===== config.mk =====
export PLATFORM = sky130hd
export DESIGN_NAME = logic_unit_pipe
export DESIGN_NICKNAME = d
export VERILOG_FILES = /design/src/rtl/logic_unit_pkg.sv /design/src/rtl/logic_unit_core.sv /design/src/rtl/logic_unit_pipe.sv
export SDC_FILE = /design/constraint.sdc
export NUM_CORES = 1
export LEC_CHECK = 0
export ABC_AREA = 0
export CORE_MARGIN = 5
export CORE_UTILIZATION = 32
export DETAILED_ROUTE_END_ITERATION = 10
export GPL_TIMING_DRIVEN = 0
export REMOVE_ABC_BUFFERS = 1
export SETUP_SLACK_MARGIN = 0.15
export SYNTH_ARGS = -nofsm -noshare
export SYNTH_HDL_FRONTEND = slang
export SYNTH_SLANG_ARGS = --single-unit

===== constraint.sdc =====
create_clock -name clk -period 4.3 [get_ports clk]
set_input_delay 0.86 -clock clk [delete_from_list [all_inputs] [get_ports clk]]
set_output_delay 0.86 -clock clk [all_outputs]
set_load 0.01 [all_outputs]

===== src/rtl/logic_unit_pkg.sv =====
// Shared opcode definitions for the registered logic unit.
package logic_unit_pkg;

  localparam int unsigned OP_W = 3;

  localparam logic [OP_W-1:0] OP_AND  = OP_W'(0);
  localparam logic [OP_W-1:0] OP_OR   = OP_W'(1);
  localparam logic [OP_W-1:0] OP_XOR  = OP_W'(2);
  localparam logic [OP_W-1:0] OP_NAND = OP_W'(3);
  localparam logic [OP_W-1:0] OP_NOR  = OP_W'(4);
  localparam logic [OP_W-1:0] OP_XNOR = OP_W'(5);
  localparam logic [OP_W-1:0] OP_NOT  = OP_W'(6);
  localparam logic [OP_W-1:0] OP_BUF  = OP_W'(7);

endpackage


===== src/rtl/logic_unit_core.sv =====
// Combinational bitwise gate array plus result flags.
module logic_unit_core
  import logic_unit_pkg::*;
#(
  parameter int unsigned WIDTH = 8
) (
  input  logic [OP_W-1:0]  op,
  input  logic [WIDTH-1:0] a,
  input  logic [WIDTH-1:0] b,
  output logic [WIDTH-1:0] result,
  output logic             zero,
  output logic             ones,
  output logic             parity
);

  always_comb begin
    result = a;
    case (op)
      OP_AND:  result = a & b;
      OP_OR:   result = a | b;
      OP_XOR:  result = a ^ b;
      OP_NAND: result = ~(a & b);
      OP_NOR:  result = ~(a | b);
      OP_XNOR: result = ~(a ^ b);
      OP_NOT:  result = ~a;
      default: result = a;
    endcase
  end

  assign zero   = (result == '0);
  assign ones   = &result;
  assign parity = ^result;

endmodule


===== src/rtl/logic_unit_pipe.sv =====
// Registered logic unit with valid/ready handshake, accumulator and
// saturating transaction counter.
module logic_unit_pipe
  import logic_unit_pkg::*;
#(
  parameter int unsigned WIDTH   = 8,
  parameter int unsigned COUNT_W = 16
) (
  input  logic               clk,
  input  logic               rst,
  input  logic               in_valid,
  output logic               in_ready,
  input  logic [WIDTH-1:0]   in_a,
  input  logic [WIDTH-1:0]   in_b,
  input  logic [OP_W-1:0]    in_op,
  input  logic               acc_en,
  input  logic               acc_clr,
  output logic               out_valid,
  input  logic               out_ready,
  output logic [WIDTH-1:0]   out_data,
  output logic               out_zero,
  output logic               out_ones,
  output logic               out_parity,
  output logic [WIDTH-1:0]   acc_q,
  output logic [COUNT_W-1:0] txn_count
);

  localparam logic [COUNT_W-1:0] CNT_MAX = '1;

  logic             accept;
  logic [WIDTH-1:0] b_eff;
  logic [WIDTH-1:0] core_result;
  logic             core_zero;
  logic             core_ones;
  logic             core_parity;

  // Stage is free when empty or being drained this cycle.
  assign in_ready = !rst && (!out_valid || out_ready);
  assign accept   = in_valid && in_ready;
  assign b_eff    = acc_en ? acc_q : in_b;

  logic_unit_core #(.WIDTH(WIDTH)) u_core (
    .op     (in_op),
    .a      (in_a),
    .b      (b_eff),
    .result (core_result),
    .zero   (core_zero),
    .ones   (core_ones),
    .parity (core_parity)
  );

  // Output register stage; data and flags only move on accept.
  always_ff @(posedge clk) begin
    if (rst) begin
      out_valid  <= 1'b0;
      out_data   <= '0;
      out_zero   <= 1'b0;
      out_ones   <= 1'b0;
      out_parity <= 1'b0;
    end else if (accept) begin
      out_valid  <= 1'b1;
      out_data   <= core_result;
      out_zero   <= core_zero;
      out_ones   <= core_ones;
      out_parity <= core_parity;
    end else if (out_ready) begin
      out_valid  <= 1'b0;
    end
  end

  // Clear wins over an accumulate update landing in the same cycle.
  always_ff @(posedge clk) begin
    if (rst) begin
      acc_q <= '0;
    end else if (acc_clr) begin
      acc_q <= '0;
    end else if (accept && acc_en) begin
      acc_q <= core_result;
    end
  end

  always_ff @(posedge clk) begin
    if (rst) begin
      txn_count <= '0;
    end else if (accept && (txn_count != CNT_MAX)) begin
      txn_count <= txn_count + COUNT_W'(1);
    end
  end

endmodule


After elaboration in Yosys (flattened, before gate mapping)
Cells that the tools add are included.
{"block": "totals", "regBits": 36, "output_inout_bits": 37, "wordCells": 39}
{"block": "classes", "n_addsub": 1, "eq_ne": 7, "muxes": 4, "n_bitwise": 7, "n_reduce_logical": 13}
{"cell": "$pmux W8 S7", "n": 1}
{"cell": "$not A8 Y8", "n": 4}
{"cell": "$add A16 B1 Y16 const B", "n": 1}
{"cell": "$ne A16 B16 Y1 const B", "n": 1}
{"cell": "$eq A3 B3 Y1 const B", "n": 3}
{"cell": "$and A8 B8 Y8", "n": 1}
{"cell": "$logic_not A8 Y1", "n": 1}
{"cell": "$mux W8", "n": 1}
{"cell": "$or A8 B8 Y8", "n": 1}
{"cell": "$reduce_and A8 Y1", "n": 1}
{"cell": "$reduce_xor A8 Y1", "n": 1}
{"cell": "$xor A8 B8 Y8", "n": 1}
{"cell": "$eq A3 B2 Y1 const B", "n": 2}
{"cell": "$logic_and A1 B1 Y1", "n": 4}
{"cell": "$eq A3 B1 Y1 const B", "n": 1}
{"cell": "$logic_not A3 Y1", "n": 1}
{"cell": "$logic_not A1 Y1", "n": 2}
{"cell": "$mux W1", "n": 2}
{"cell": "$reduce_bool A2 Y1", "n": 1}
{"cell": "$reduce_or A2 Y1", "n": 1}
{"cell": "$logic_or A1 B1 Y1", "n": 1}

Logic depth before layout (Yosys ltp)
{"block": "depth", "ltp_word": 5, "ltp_mapped": 15, "mapped_depth_nobuf": 14}

Hierarchy
Synthesis repeated with hierarchy kept, for this count alone.
{"block": "unflattened", "cells_unflattened": 364, "hier_area_um2": 2802.7}
{"module": "logic_unit_pipe", "instances": 1, "cells_per_inst": 199, "area_per_inst_um2": 1716.6, "seq_area_each_um2": 720.7}
{"module": "logic_unit_core", "instances": 1, "cells_per_inst": 165, "area_per_inst_um2": 1086.0, "seq_area_each_um2": 0.0}

Worst setup path after synthesis
OpenSTA, ideal clock, no wires.
{"block": "synth_path", "path_kind": "input-to-reg", "startpoint": "in acc_en", "endpoint": "reg out_parity", "arrival_ns": 4.051, "required_ns": 4.237, "slack_ns": 0.186, "cell_stages": 14, "cell_sequence": "clkbuf_1 mux2i_1 inv_1 ha_1 o21ba_2 a311oi_1 o32ai_1 a221oi_2 ha_1 xnor2_1 xnor2_1 or3_1 a2111oi_0 nand3b_1"}
{"block": "synth_via", "elab_chain_cells": 5}
{"element": "from (decl)", "line_no": "logic_unit_pipe.sv:16", "rtl": "input logic acc_en,"}
{"element": "$mux W8 (*)", "line_no": "logic_unit_pipe.sv:40", "rtl": "assign b_eff = acc_en ? acc_q : in_b;"}
{"element": "$xor A8 B8 Y8 (tied with other cells)", "line_no": "logic_unit_core.sv:21, logic_unit_core.sv:24"}
{"element": "$not A8 Y8 (on tied branches)", "line_no": "logic_unit_core.sv:24, logic_unit_core.sv:22, logic_unit_core.sv:23"}
{"element": "$pmux W8 S7 (*)", "line_no": "logic_unit_core.sv:18", "rtl": "case (op)"}
{"element": "$reduce_xor A8 Y1 (*)", "line_no": "logic_unit_core.sv:32", "rtl": "assign parity = ^result;"}
{"element": "to (signal assigned)", "line_no": "logic_unit_pipe.sv:65", "rtl": "out_parity <= core_parity;"}
{"element": "to (decl)", "line_no": "logic_unit_pipe.sv:23", "rtl": "output logic out_parity,"}
Every way passes the cells marked *; elsewhere a longest branch is shown, timed or not.
A chain may end at the register's enable or synchronous reset.

Final worst setup path
{"block": "layout_path", "startpoint": "in in_b[2]", "endpoint": "reg out_parity"}
{"block": "layout_via", "elab_chain_cells": 5}
{"element": "from (decl)", "line_no": "logic_unit_pipe.sv:14", "rtl": "input logic [WIDTH-1:0] in_b,"}
{"element": "$mux W8 (*)", "line_no": "logic_unit_pipe.sv:40"}
{"element": "$xor A8 B8 Y8 (tied with other cells)", "line_no": "logic_unit_core.sv:21, logic_unit_core.sv:24"}
{"element": "$not A8 Y8 (on tied branches)", "line_no": "logic_unit_core.sv:24, logic_unit_core.sv:22, logic_unit_core.sv:23"}
{"element": "$pmux W8 S7 (*)", "line_no": "logic_unit_core.sv:18"}
{"element": "$reduce_xor A8 Y1 (*)", "line_no": "logic_unit_core.sv:32"}
Marks and branches as above.

==> impl_metrics.tcl <==
set metrics [dict create \
    worstSetupEndpointType "flop" \
    drive_gt1_share_pct 9.399 \
    dr.pass1.iters 4 \
    pin_count 62 \
    fmax_ghz 0.2532 \
    final-hold-violation-count 0 \
    start_util_pct 32.86 \
    path_max_fanout 2 \
    tritoncts "built" \
    total_power_w 0.0008544 \
    clockBufferDepth 2 \
    die_w_microns 102.1 \
    netlist.area_leader.share_pct 26.56 \
    synth-edff-count 0 \
    multi_input_area_sq_um 1789 \
    tightest_slew_ns 0.8941 \
    start_kind "input port" \
    drt-initial-drc-count 118 \
    antennaDiodeCount 0 \
    syn_area_sq_um 2714 \
    area_growth_pct 27.16 \
    fin_setup_tns_ns 0 \
    vias_per_cell 5.172 \
    fin_area_sq_um 3451 \
    drt-total-wl_microns 6877 \
    p_per_area_nw_per_um2 247.6 \
    num_rows 33 \
    cts_buffers 5 \
    via_count 2524 \
    hpwl_microns 5245 \
    postSynthCellCount 333 \
    grt_pass1_vias 2295 \
    die_h_microns 102.1 \
    grt_start_max_net_pins 34 \
    synth_warnings 0 \
    ir_worst_vdd_uv 108.3 \
    synth.largest_area_cell "dfxtp_1" \
    core_sq_um 8258 \
    rsz0062_at_grt "no" \
    path_clk_slew_ns 0.07 \
    cts_hold_buf 0 \
    drv_cap 0 \
    wl_per_cell_microns 14.09 \
    fin_crit_sh_pct 91.85 \
    worstHoldPathType "flop to flop" \
    synth_area_leaders "dfxtp_1, ha_1, mux2i_1" \
    antenna_found_initial 0 \
    ys_seq_area_share_pct 26.56 \
    finalClockSkew_ns 0.008978 \
    slew_headroom_pct 39.99 \
    timing.hold.ws_ns 0.4699 \
    clock_latency_ns 0.29 \
    final_core_util_pct 41.79 \
    finalSetupViolCount 0 \
    netlist-cell-type-count 61 \
    outcome "completed" \
    drt.antenna.violating_nets 0 \
    root_buffer "clkbuf_8" \
    worstPathArrival_ns 4.18 \
    n_fill_cell 848 \
    avgSynthCellArea_sq_um 8.150 \
    fp.dieArea_sq_um 10420 \
    p_leak_nw 1.359 \
    slew_violations 0 \
    async_flop_share_pct 0 \
    portBuffers 61 \
    grt_pass1_wl_microns 11300 \
    gr-total-overflow 0 \
    path_class "input port to flop" \
    clock-sinks 36 \
    synth_flop_cell "dfxtp_1" \
    place_congestion 0.8275 \
    drcViolationCount 0 \
    dpl_cell_area_sq_um 3356 \
    grtUsageTotal_pct 13.34 \
    post-route-min-period_ns 3.950 \
    seq_area_sq_um 720.7 \
    crit_required_ns 4.53 \
    ys_ff_latch 36 \
    fin_nets 430 \
    cts-htree-levels 2 \
]
-- registers in the layout, indices dropped and copies added (netlist names) --
register	flops
out_ones	1
out_data	8
txn_count	16
out_valid	1
out_parity	1
acc_q	8
out_zero	1
-- what timing repair did --
item,CTS,global route
gates resized for setup,7,8
gates cloned,0,0
pin swaps,1,0
endpoints found under the setup margin,1,2
buffers inserted,1,0
-- layout by cell type (no fill, tap or decap), types with 6 or more instances in the layout --
cell type / Yosys / layout
o21ai_0: 19 / 18
nand2_1: 20 / 20
nand2b_1: 10 / 10
or3_1: 6 / 6
a211oi_1: 7 / 7
mux2i_1: 14 / 14
ha_1: 22 / 22
nor2b_1: 7 / 7
nand3_1: 18 / 17
clkbuf_8: 0 / 7
clkdlybuf4s50_1: 0 / 57
nor2_1: 19 / 19
dfxtp_1: 36 / 36
inv_1: 28 / 28
a21oi_1: 20 / 20
-- path summary, 6_finish.rpt --
path | cells past startpoint | from | to | slack, ns
max | 14 | in_b[2] | out_parity$_SDFFE_PP0P_ | 0.35
min | 2 | acc_q[6]$_SDFFE_PP0P_ | acc_q[6]$_SDFFE_PP0P_ | 0.47
max reg2reg | 13 | acc_q[2]$_SDFFE_PP0P_ | out_parity$_SDFFE_PP0P_ | 0.96
min reg2reg | 2 | acc_q[6]$_SDFFE_PP0P_ | acc_q[6]$_SDFFE_PP0P_ | 0.47
-- kinds of logic (layout without fill, tap and decap cells) --
| kind of cell | Yosys count | after routing | share of synthesized area (%) |
|---|---|---|---|
| flops | 36 | 36 | 26.56 |
| buf+inv | 48 | 98 | 7.699 |
| mux | 17 | 17 | 6.823 |
| simple gates | 120 | 120 | 25.22 |
| fa+ha+maj | 22 | 22 | 10.14 |
| xor+xnor | 9 | 9 | 2.904 |
| compound gates | 81 | 81 | 20.66 |
-- worst max-delay path, cell delays in order --
cell and delay (ns):
clkdlybuf4s50_1 0.39, mux2i_1 0.17, inv_1 0.07, ha_1 0.19, o21ba_2 0.20, a311oi_1 0.34
o32ai_1 0.17, a221oi_2 0.32, ha_1 0.29, xnor2_1 0.21, xnor2_1 0.10, or3_1 0.33
a2111oi_0 0.39, nand3b_1 0.15
-- report_power, final --
group	internal [W]	leakage, nW	switching [W]
clock network	0.000143	0.0503	0.000122
logic	0.000111	1.02	0.000121
registers	0.000347	0.293	0.0000102
total	0.000601	1.36	0.000254
-- routing by layer --
layer / vias up / wire, microns / GRT usage, %
met1: 1178 / 3337 / 18.98
met2: 43 / 3218 / 21.09
met3: 4 / 272 / 2.457
li1: 1299 / - / -
met4: 0 / 48 / 2.825
met5: - / 0 / 0
-- area by class of cell --
type                            instances  share of cell area, %
Sequential cell                        36                  20.88
Multi-Input combinational cell        249                  51.85
Tap cell                              105                  3.807
Inverter                               29                  3.154
Timing Repair Buffer                   62                  17.51
Clock buffer                            7                  2.792
-- Yosys cell counts (5+ instances only) --
cell type / count
ha_1: 22
nand2_1: 20
nor2b_1: 7
nor2_1: 19
dfxtp_1: 36
nand3_1: 18
o31ai_1: 5
xnor2_1: 5
inv_1: 28
a211oi_1: 7
nand2b_1: 10
buf_4: 7
mux2i_1: 14
a21oi_1: 20
clkbuf_1: 8
o21ai_0: 19
or3_1: 6
nand3b_1: 5
-- metrics by stage --
step,cells,worst slack (ns)
3_5_place_dp,480,-0.7236
4_1_cts,488,0.2295
5_1_grt,488,0.1515
3_3_place_gp,480,-0.6191
6_report,488,0.3503
2_1_floorplan,314,0.6456
No activity file was read; power rests on OpenSTA's default activity.
